<file path="src/rtl/mem_stage_ctrl.sv">
// Memory-stage sequencer: runs one req/ack transaction per memory op against a
// variable-latency data memory, owns the stack pointer used by Push/Pop, and
// freezes the pipeline (bubbling MEM/WB) until each access has completed.
module mem_stage_ctrl #(
  parameter logic [31:0] SP_INIT  = 32'h0000_0FFC,
  parameter int          MAX_WAIT = 8,
  parameter int          CNT_W    = 4
) (
  input  logic        CLK,
  input  logic        reset,
  input  logic        MemtoRegM,
  input  logic        MemWriteM,
  input  logic        PushM,
  input  logic        PopM,
  input  logic        MemSrcM,
  input  logic [31:0] ALUResultM,
  input  logic [31:0] WriteDataM,
  output logic        mem_req,
  output logic        mem_we,
  output logic [31:0] mem_addr,
  output logic [31:0] mem_wdata,
  input  logic [31:0] mem_rdata,
  input  logic        mem_ack,
  output logic        StallM,
  output logic        FlushW,
  output logic [31:0] ReadDataM,
  output logic [31:0] SP,
  output logic        mem_err
);

  typedef enum logic [1:0] {IDLE, BUSY, DONE} state_t;

  state_t           state;
  state_t           state_next;
  logic [CNT_W-1:0] wait_cnt;
  logic             op_push;
  logic             op_pop;
  logic             access;
  logic             req_we;
  logic [31:0]      req_addr;
  logic             misaligned;
  logic             timeout;

  assign access     = MemtoRegM | MemWriteM | PushM | PopM;
  // Push outranks Pop, Pop outranks store; anything else is a load.
  assign req_we     = PushM | (~PopM & MemWriteM);
  assign misaligned = |req_addr[1:0];
  // Last permitted BUSY cycle with no acknowledge in sight.
  assign timeout    = (wait_cnt == CNT_W'(MAX_WAIT - 1)) && !mem_ack;

  // Request address: stack-relative for Push/Pop when MemSrcM selects SP.
  always_comb begin
    // NOTE: every always_comb target gets a default first so no path can
    // leave it unassigned, which would otherwise infer a latch.
    req_addr = ALUResultM;
    if (MemSrcM) begin
      if (PushM)     req_addr = SP - 32'd4;
      else if (PopM) req_addr = SP;
    end
  end

  // State register.
  always_ff @(posedge CLK or negedge reset) begin
    // NOTE: sequential state uses non-blocking assignments so every flop
    // samples the pre-edge values regardless of statement order.
    if (!reset) state <= IDLE;
    else        state <= state_next;
  end

  // Next-state and pipeline freeze/bubble control.
  always_comb begin
    state_next = state;
    StallM     = 1'b0;
    FlushW     = 1'b0;
    case (state)
      IDLE: begin
        if (access) begin
          StallM     = 1'b1;
          FlushW     = 1'b1;
          state_next = misaligned ? DONE : BUSY;
        end
      end
      BUSY: begin
        StallM = 1'b1;
        FlushW = 1'b1;
        if (mem_ack || timeout) state_next = DONE;
      end
      DONE:    state_next = IDLE;
      default: state_next = IDLE;
    endcase
  end

  // Request registers, wait counter, read data, stack pointer and error flag.
  always_ff @(posedge CLK or negedge reset) begin
    if (!reset) begin
      mem_req   <= 1'b0;
      mem_we    <= 1'b0;
      mem_addr  <= '0;
      mem_wdata <= '0;
      ReadDataM <= '0;
      SP        <= SP_INIT;
      mem_err   <= 1'b0;
      wait_cnt  <= '0;
      op_push   <= 1'b0;
      op_pop    <= 1'b0;
    end else begin
      case (state)
        IDLE: begin
          if (access) begin
            mem_addr  <= req_addr;
            mem_we    <= req_we;
            mem_wdata <= WriteDataM;
            op_push   <= PushM;
            op_pop    <= ~PushM & PopM;
            if (misaligned) mem_err <= 1'b1;
            else            mem_req <= 1'b1;
          end
        end
        BUSY: begin
          wait_cnt <= wait_cnt + CNT_W'(1);
          if (mem_ack) begin
            mem_req <= 1'b0;
            if (!mem_we)     ReadDataM <= mem_rdata;
            if (op_push)     SP <= SP - 32'd4;
            else if (op_pop) SP <= SP + 32'd4;
          end else if (timeout) begin
            mem_req   <= 1'b0;
            mem_err   <= 1'b1;
            ReadDataM <= '0;
          end
        end
        DONE:    wait_cnt <= '0;
        default: wait_cnt <= '0;
      endcase
    end
  end

endmodule

</file>
<file path="config.mk">
export PLATFORM = sky130hd
export DESIGN_NAME = mem_stage_ctrl
export DESIGN_NICKNAME = d
export VERILOG_FILES = /design/src/rtl/mem_stage_ctrl.sv
export SDC_FILE = /design/constraint.sdc
export NUM_CORES = 1
export LEC_CHECK = 0
export ABC_AREA = 1
export ABC_CLOCK_PERIOD_IN_PS = 3100
export BUFFER_PORTS_ARGS = -buffer_cell sky130_fd_sc_hd__buf_2
export CAP_MARGIN = 15
export CORE_MARGIN = 5
export CORE_UTILIZATION = 55
export CTS_BUF_LIST = sky130_fd_sc_hd__clkbuf_8 sky130_fd_sc_hd__clkbuf_16
export DETAILED_ROUTE_END_ITERATION = 8
export PLACE_DENSITY = 0.84
export SETUP_SLACK_MARGIN = 0.5
export SYNTH_ARGS = -nofsm -noshare
export SYNTH_HDL_FRONTEND = slang
export SYNTH_SLANG_ARGS = --single-unit
export TNS_END_PERCENT = 10
</file>
<file path="constraint.sdc">
create_clock -name CLK -period 3.1 [get_ports CLK]
set_clock_uncertainty 0.05 [all_clocks]
set_input_delay 0.775 -clock CLK [delete_from_list [all_inputs] [get_ports CLK]]
set_output_delay 0.775 -clock CLK [all_outputs]
set_load 0.01 [all_outputs]
</file>
==> summary.md, run 1 <==
| Metric | Value |
|---|---|
| Sequential fraction of the synthesis area | 42.3% |
| EDFF count, synth | 0 |
| Critical Path AT | 1570 ps |
| Worst path top cell family by delay | simple AND/OR/NAND/NOR gates |
| Clock latency on the worst-skew pair | between 400 and 500 ps |
| Main flop type after synthesis | dfrtp_1 |
| Hold Crit Class | in2async |
| Fin. max-slew vios | 0 |
| Max FO, Critical Path | 5 |
| Cts bufs inserted | 17 |
| Max-cap violations | 0 |
| CTS tree | built |
| Slew @ Worst Pin | ~800 ps |
| Root buf cell | clkbuf_16 |
| Vias/cell | roughly 5.4 |
| Startpoint Class | register |
| Maximum VDD drop | around 0.00059 V |
| Die H | about 130 um |
| Most frequent cells in the layout | nand2_1 (407), buf_2 (233), nor2_1 (140) |
| H-tree depth | 4 |
| CTS Sinks | approximately 140 |
| Fin util | 68.1% |
| RR Startpoint | state[1] |
| Leak | around 0.0051 uW |
| Post-layout nets | 1484 |
| Crit path required time | 2270 ps |
| Worst reg-to-reg setup slack | 910 ps |
| DP Cell Count | between 1.5k and 2k |
| Max incr delay on CP | roughly 420 ps |
| Post-detail-place hpwl | around 18000 um |
| Fillers | about 1.3k |
| FP Rows | 44 |
| DRC viols | 0 |
| Avg Synthesized Cell Area | between 6 and 7 um2 |
| Synthesized cell area | between 8000 and 9000 um2 |
| Clk slew on worst S/H paths | ~60 ps |
| Layout cells sized above 1 | 24.4% |
| Drt pass-1 iters | 6 |
| Initial core utilization | a little under three fifths |
| Cts repair resizes | 0 |
| Endpoint class of the critical path | primary output |
| Total negative slack | 0 ps |
| Clock Tree Buf Depth | 2 |
| Boundary pin count | between 200 and 250 |
| CTS Hold Bufs | 0 |
| Max-Slew Margin vs Limit | between 40% and 50% |
| Critical path launch point | state[1] |
| Starting DRT DRC Count | roughly 740 |
| Async SR Flop Fraction | 100% |
| Final Hold Violating Endpoints | 0 |
| Antenna-violating nets left | 0 |
| PwrDens | approximately 1000 nW/um2 |
| Die Wd | 132 um |
| Gr usage total | around 28% |
| Cell variety after synth | 40 |
| Most common cell after layout, fill and taps aside | nand2_1 |
| Area occupied by multi-input gates | ~4000 um2 |
| Routability cong. | around 0.94 |
| Core area | ~15000 um2 |
| Total die area | about 17000 um2 |
| Vias | between 8k and 9k |
| Worst Hold Slack | approximately 260 ps |
| FF+latch count, synth | 137 |
| Worst path bufs/invs | 1 |
| Final setup fails | 0 |
| Worst path slowest cell | dfrtp_1 |
| Post-CTS Setup Repair Bufs | 0 |
| Vias in the first global route | slightly above 8k |
| Routed wire length | 25000 um |
| Cell depth of the worst setup path | 4 |
| CP Class | reg2out |
| Ys Warns | 0 |
| Reg-to-Reg End | mem_addr[8] |
| Worst R2R Path Depth | 6 |
| Antenna violations before repair | 1 |
| RSZ-0062 raised after global routing | false |
| Worst Setup EP | StallM |
| Grt total ovfl | 0 |
| Non-Filler Instances | around 1.6k |
| DP Worst Slack | slightly above 600 ps |
| Post-synthesis cell count | about 1.2k |
| Pin count of the biggest net entering global routing | 65 |
| First-pass GRT wire length | between 40000 and 50000 um |
| Wire length per cell | 15.9 um |
| Fin crit period | between 2000 and 2500 ps |
| Highest Clock Rate | approximately 420 MHz |
| Status | finished clean |
| Layout area overhead | 21.6% |
| Port bufs | roughly 230 |
| Worst path cell trace | nor2_1 > nand2_2 > nand2_1 > buf_2 |
| Register area | between 3000 and 4000 um2 |
| Final Worst Setup Slack | 709 ps |
| Fin crit share | between 70 and 80% |
-- worst min path at each step --
| stage | from | slack, ps | cells past startpoint | end |
|---|---|---|---|---|
| floorplan | state[1] | 410 | 1 | wait_cnt[2] |
| global placement | mem_err | 400 | 2 | mem_err |
| detailed placement | mem_req | 410 | 2 | mem_req |
| CTS | reset | 280 | 1 | SP[13] |
| global route | reset | 300 | 1 | SP[13] |
| finish | reset | 260 | 1 | SP[13] |
-- metrics by stage --
| step | instance area, um2 | total power, uW |
|---|---|---|
| floorplan | 8140 | 6280 |
| global placement | 9310 | 7760 |
| CTS | 9890 | 9900 |
| finish | 9900 | 9890 |
| global route | 9900 | 10600 |
| detailed placement | 9310 | 7880 |
-- state kept, by name, indices dropped and copies added, names as in the netlist --
signal	cells
op_push	1
mem_err	1
mem_we	1
mem_req	1
mem_wdata	32
ReadDataM	32
SP	30
state	2
mem_addr	32
wait_cnt	4
op_pop	1
-- report_power, final --
| group | leakage [uW] | switching, uW | internal [uW] |
|---|---|---|---|
| sequential | 0.00167 | 848 | 2670 |
| clock | 0.000283 | 910 | 1070 |
| combinational | 0.00316 | 2820 | 1570 |
| total | 0.00510 | 4570 | 5320 |
-- kinds of logic (layout without fill, tap and decap cells) --
family,after synthesis,count (layout),share of synthesized area [%]
adders and majority gates,3,3,0.461
AOI/OAI and AO/OA,158,158,11.0
and+or+nand+nor,698,698,35.8
xor gates and xnor gates,15,15,1.61
other,1,3,0.0461
DFF,137,137,42.3
buffers and inverters,166,377,8.82
-- cell usage after synthesis (2+ instances only) --
library cell / number / area [um2]
a21oi_1: 51 / 255
a221oi_1: 10 / 87.6
a22oi_1: 4 / 30.0
buf_1: 2 / 7.51
buf_2: 34 / 170
buf_4: 7 / 52.6
buf_6: 3 / 33.8
clkbuf_1: 22 / 82.6
clkbuf_2: 3 / 15.0
dfrtp_1: 127 / 3180
dfstp_2: 10 / 263
ha_1: 3 / 37.5
inv_1: 86 / 323
inv_2: 9 / 33.8
nand2_1: 408 / 1530
nand2_2: 11 / 68.8
nand3_1: 107 / 536
nand3b_1: 2 / 15.0
nand4_1: 6 / 37.5
nor2_1: 140 / 526
nor2_2: 15 / 93.8
nor2_4: 4 / 45.0
nor2_8: 2 / 40.0
nor3_1: 2 / 10.0
o211ai_1: 2 / 15.0
o21ai_0: 64 / 320
o21ai_1: 10 / 50.1
o21ai_2: 2 / 17.5
o21bai_1: 2 / 15.0
o22ai_1: 6 / 37.5
o31ai_1: 2 / 15.0
xnor2_1: 2 / 17.5
xor2_1: 13 / 114
-- layer usage --
| metal | wire length, um | share of wire [%] | GRT usage [%] | up-vias |
|---|---|---|---|---|
| li1 | - | - | - | 4142 |
| met1 | 10100 | 40 | 36.9 | 3931 |
| met2 | 11700 | 47 | 45.5 | 437 |
| met3 | 2410 | 9.6 | 6.69 | 69 |
| met4 | 869 | 3.5 | 11.4 | 0 |
| met5 | 0 | 0 | 0 | - |
-- layout make-up --
cell class                 count  area share [%]
antenna                        1          0.0253
sequential                   137            34.8
multi-input combinational    876            40.3
clock inverter                15            1.58
inverter                      95            3.60
timing repair buffer         250            13.1
clock buffer                  17            4.30
tap                          184            2.33
(Power assumes the default switching activity.)
==> run 2, diff against run 1 <==
ABC_CLOCK_PERIOD_IN_PS = 2300   (was 3100)
CORE_UTILIZATION = 53   (was 55)
PLACE_DENSITY = 0.81   (was 0.84)
clock period = 2.3 ns   (was 3.1 ns; I/O delays follow)
==> summary.md, run 2 (synthesis results as in run 1) <==
| Metric | Value |
|---|---|
| Hold Crit Class | in2async |
| Crit path required time | 1670 ps (-600 ps) |
| Initial core utilization | 53.7% (-2.3 points) |
| Worst path top cell family by delay | flip-flops |
| First-pass GRT wire length | 41200 um (+1.4%) |
| Cts bufs inserted | 17 (unchanged) |
| Grt total ovfl | 0 (unchanged) |
| Drt pass-1 iters | 5 (-1) |
| Critical path launch point | state[0] |
| Layout cells sized above 1 | 29.0% (+4.6 points) |
| Die H | 134 um (+1.7%) |
| Fin. max-slew vios | 0 (unchanged) |
| Startpoint Class | register |
| Routability cong. | 0.923 (-2.0%) |
| Clock Tree Buf Depth | 2 (unchanged) |
| Worst path bufs/invs | 3 (+2) |
| Final Worst Setup Slack | 361 ps (-348 ps) |
| CP Class | reg2out |
| Layout area overhead | 27.5% |
| Critical Path AT | 1310 ps (-260 ps) |
| Total die area | 17900 um2 (+3.5%) |
| Final setup fails | 0 (unchanged) |
| Worst path cell trace | inv_2 > nor2_4 > inv_4 > nand2_4 > buf_6 |
| Fillers | 1330 (+6.1%) |
| Vias/cell | 5.37 (-1.4%) |
| Max incr delay on CP | 430 ps (about the same) |
| Clk slew on worst S/H paths | 70 ps (about the same) |
| Status | finished clean |
| Endpoint class of the critical path | primary output |
| Cell depth of the worst setup path | 5 (+1) |
| Post-detail-place hpwl | 18300 um (-0.17%) |
| RSZ-0062 raised after global routing | true |
| Vias in the first global route | 8208 (+1.9%) |
| Starting DRT DRC Count | 781 (+5.4%) |
| Fin crit share | about 84% |
| Die Wd | 134 um (+1.7%) |
| Gr usage total | 28.4% (+0.12 points) |
| Leak | 0.00530 uW (+3.8%) |
| Core area | 15100 um2 (+4.2%) |
| FP Rows | 45 (+2.3%) |
| Worst path slowest cell | dfrtp_1 |
| Wire length per cell | 16.3 um (+2.5%) |
| Port bufs | 234 (unchanged) |
| Most common cell after layout, fill and taps aside | nand2_1 |
| Antenna-violating nets left | 0 (unchanged) |
| DRC viols | 0 (unchanged) |
| Post-layout nets | 1506 (+1.5%) |
| Worst R2R Path Depth | 9 (+3) |
| RR Startpoint | state[0] |
| Total negative slack | 0 ps (unchanged) |
| Most frequent cells in the layout | nand2_1 (393), buf_2 (230), nor2_1 (129) |
| Final Hold Violating Endpoints | 0 (unchanged) |
| CTS Sinks | 137 (unchanged) |
| Biggest regs | ReadDataM: 32 flops, mem_addr: 32 flops, mem_wdata: 32 flops |
| Total Power | 14100 uW (+42%) |
| PwrDens | 1360 nW/um2 (+36%) |
| Root buf cell | clkbuf_16 |
| Fin crit period | 1940 ps |
| DP Worst Slack | 109 ps (-503 ps) |
| Vias | 8599 (+0.23%) |
| Maximum VDD drop | 0.000773 V (+32%) |
| CTS tree | built |
| Clock latency on the worst-skew pair | 430 ps (about the same) |
| Highest Clock Rate | ~520 MHz |
| Worst reg-to-reg setup slack | 470 ps (-440 ps) |
| Worst Setup EP | FlushW |
| Reg-to-Reg End | SP[21] |
| H-tree depth | 4 (unchanged) |
| Pin count of the biggest net entering global routing | 85 (+31%) |
| Max FO, Critical Path | 6 (+1) |
| Boundary pin count | 237 (unchanged) |
| Antenna violations before repair | 1 (unchanged) |
| Routed wire length | 26100 um (+4.2%) |
| Max-cap violations | 0 (unchanged) |
==> run 2: layer usage <==
layer | global-route usage, % | vias up | wire [um]
met5 | 0 | - | 0
met2 | 47.2 | 418 | 12500
li1 | - | 4195 | -
met1 | 37.5 | 3936 | 10800
met4 | 8.91 | 0 | 559
met3 | 5.81 | 50 | 2250
==> run 2: worst register-to-register path: stages, from the launching register on <==
cell and delay [ps]:
dfrtp_1 430, inv_2 70, nor2_4 120, inv_4 70, nor2_2 100, o21ai_2 70
inv_2 360, buf_4 290, nand3_1 90, o21ai_0 90
==> run 2: worst min-delay path by stage <==
stage                    end  slack [ps]  cells past startpoint  startpoint
2_1_floorplan   ReadDataM[0]         230                      0       reset
3_3_place_gp         mem_err         400                      2     mem_err
3_5_place_dp         mem_err         410                      2     mem_err
4_1_cts        ReadDataM[15]          20                      1       reset
5_1_grt         ReadDataM[0]          30                      1       reset
6_report       ReadDataM[15]           8                      1       reset
==> run 2: timing repair <==
action / in CTS / in global routing
hold buffers: 0 / 0
gates resized for setup: 18 / 57
endpoints found under the setup margin: 50 / 122
pin swaps: 6 / 19
cloned: 0 / 1
setup buffers: 12 / 8
==> run 2: report_power, final <==
part / switching (uW) / total [uW] / internal, uW / leakage (uW)
Clock: 1210 / 2770 / 1560 / 0.000286
Sequential: 1110 / 4730 / 3620 / 0.00166
Combinational: 4090 / 6580 / 2490 / 0.00335
==> run 2: stage by stage <==
step	hold slack, ps	cell area [um2]	util, %	std cells
after detailed placement	408	9380	61.9	1547
after global routing	32.4	10400	68.5	1601
final	7.95	10400	68.5	1601
after CTS	20.4	10100	66.9	1591
after floorplan	229	8180	-	1179
after global placement	400	9380	61.9	1547
==> run 2: layout make-up <==
type                    count  area, um2  area share [%]
clock buffers              18        439            4.23
diodes                      1       2.50          0.0241
flip-flops and latches    137       3450            33.2
well taps                 188        235            2.27
multi-input cells         877       4200            40.4
repair buffers            271       1530            14.8
inverters                  95        369            3.56
clock inverters            14        154            1.48
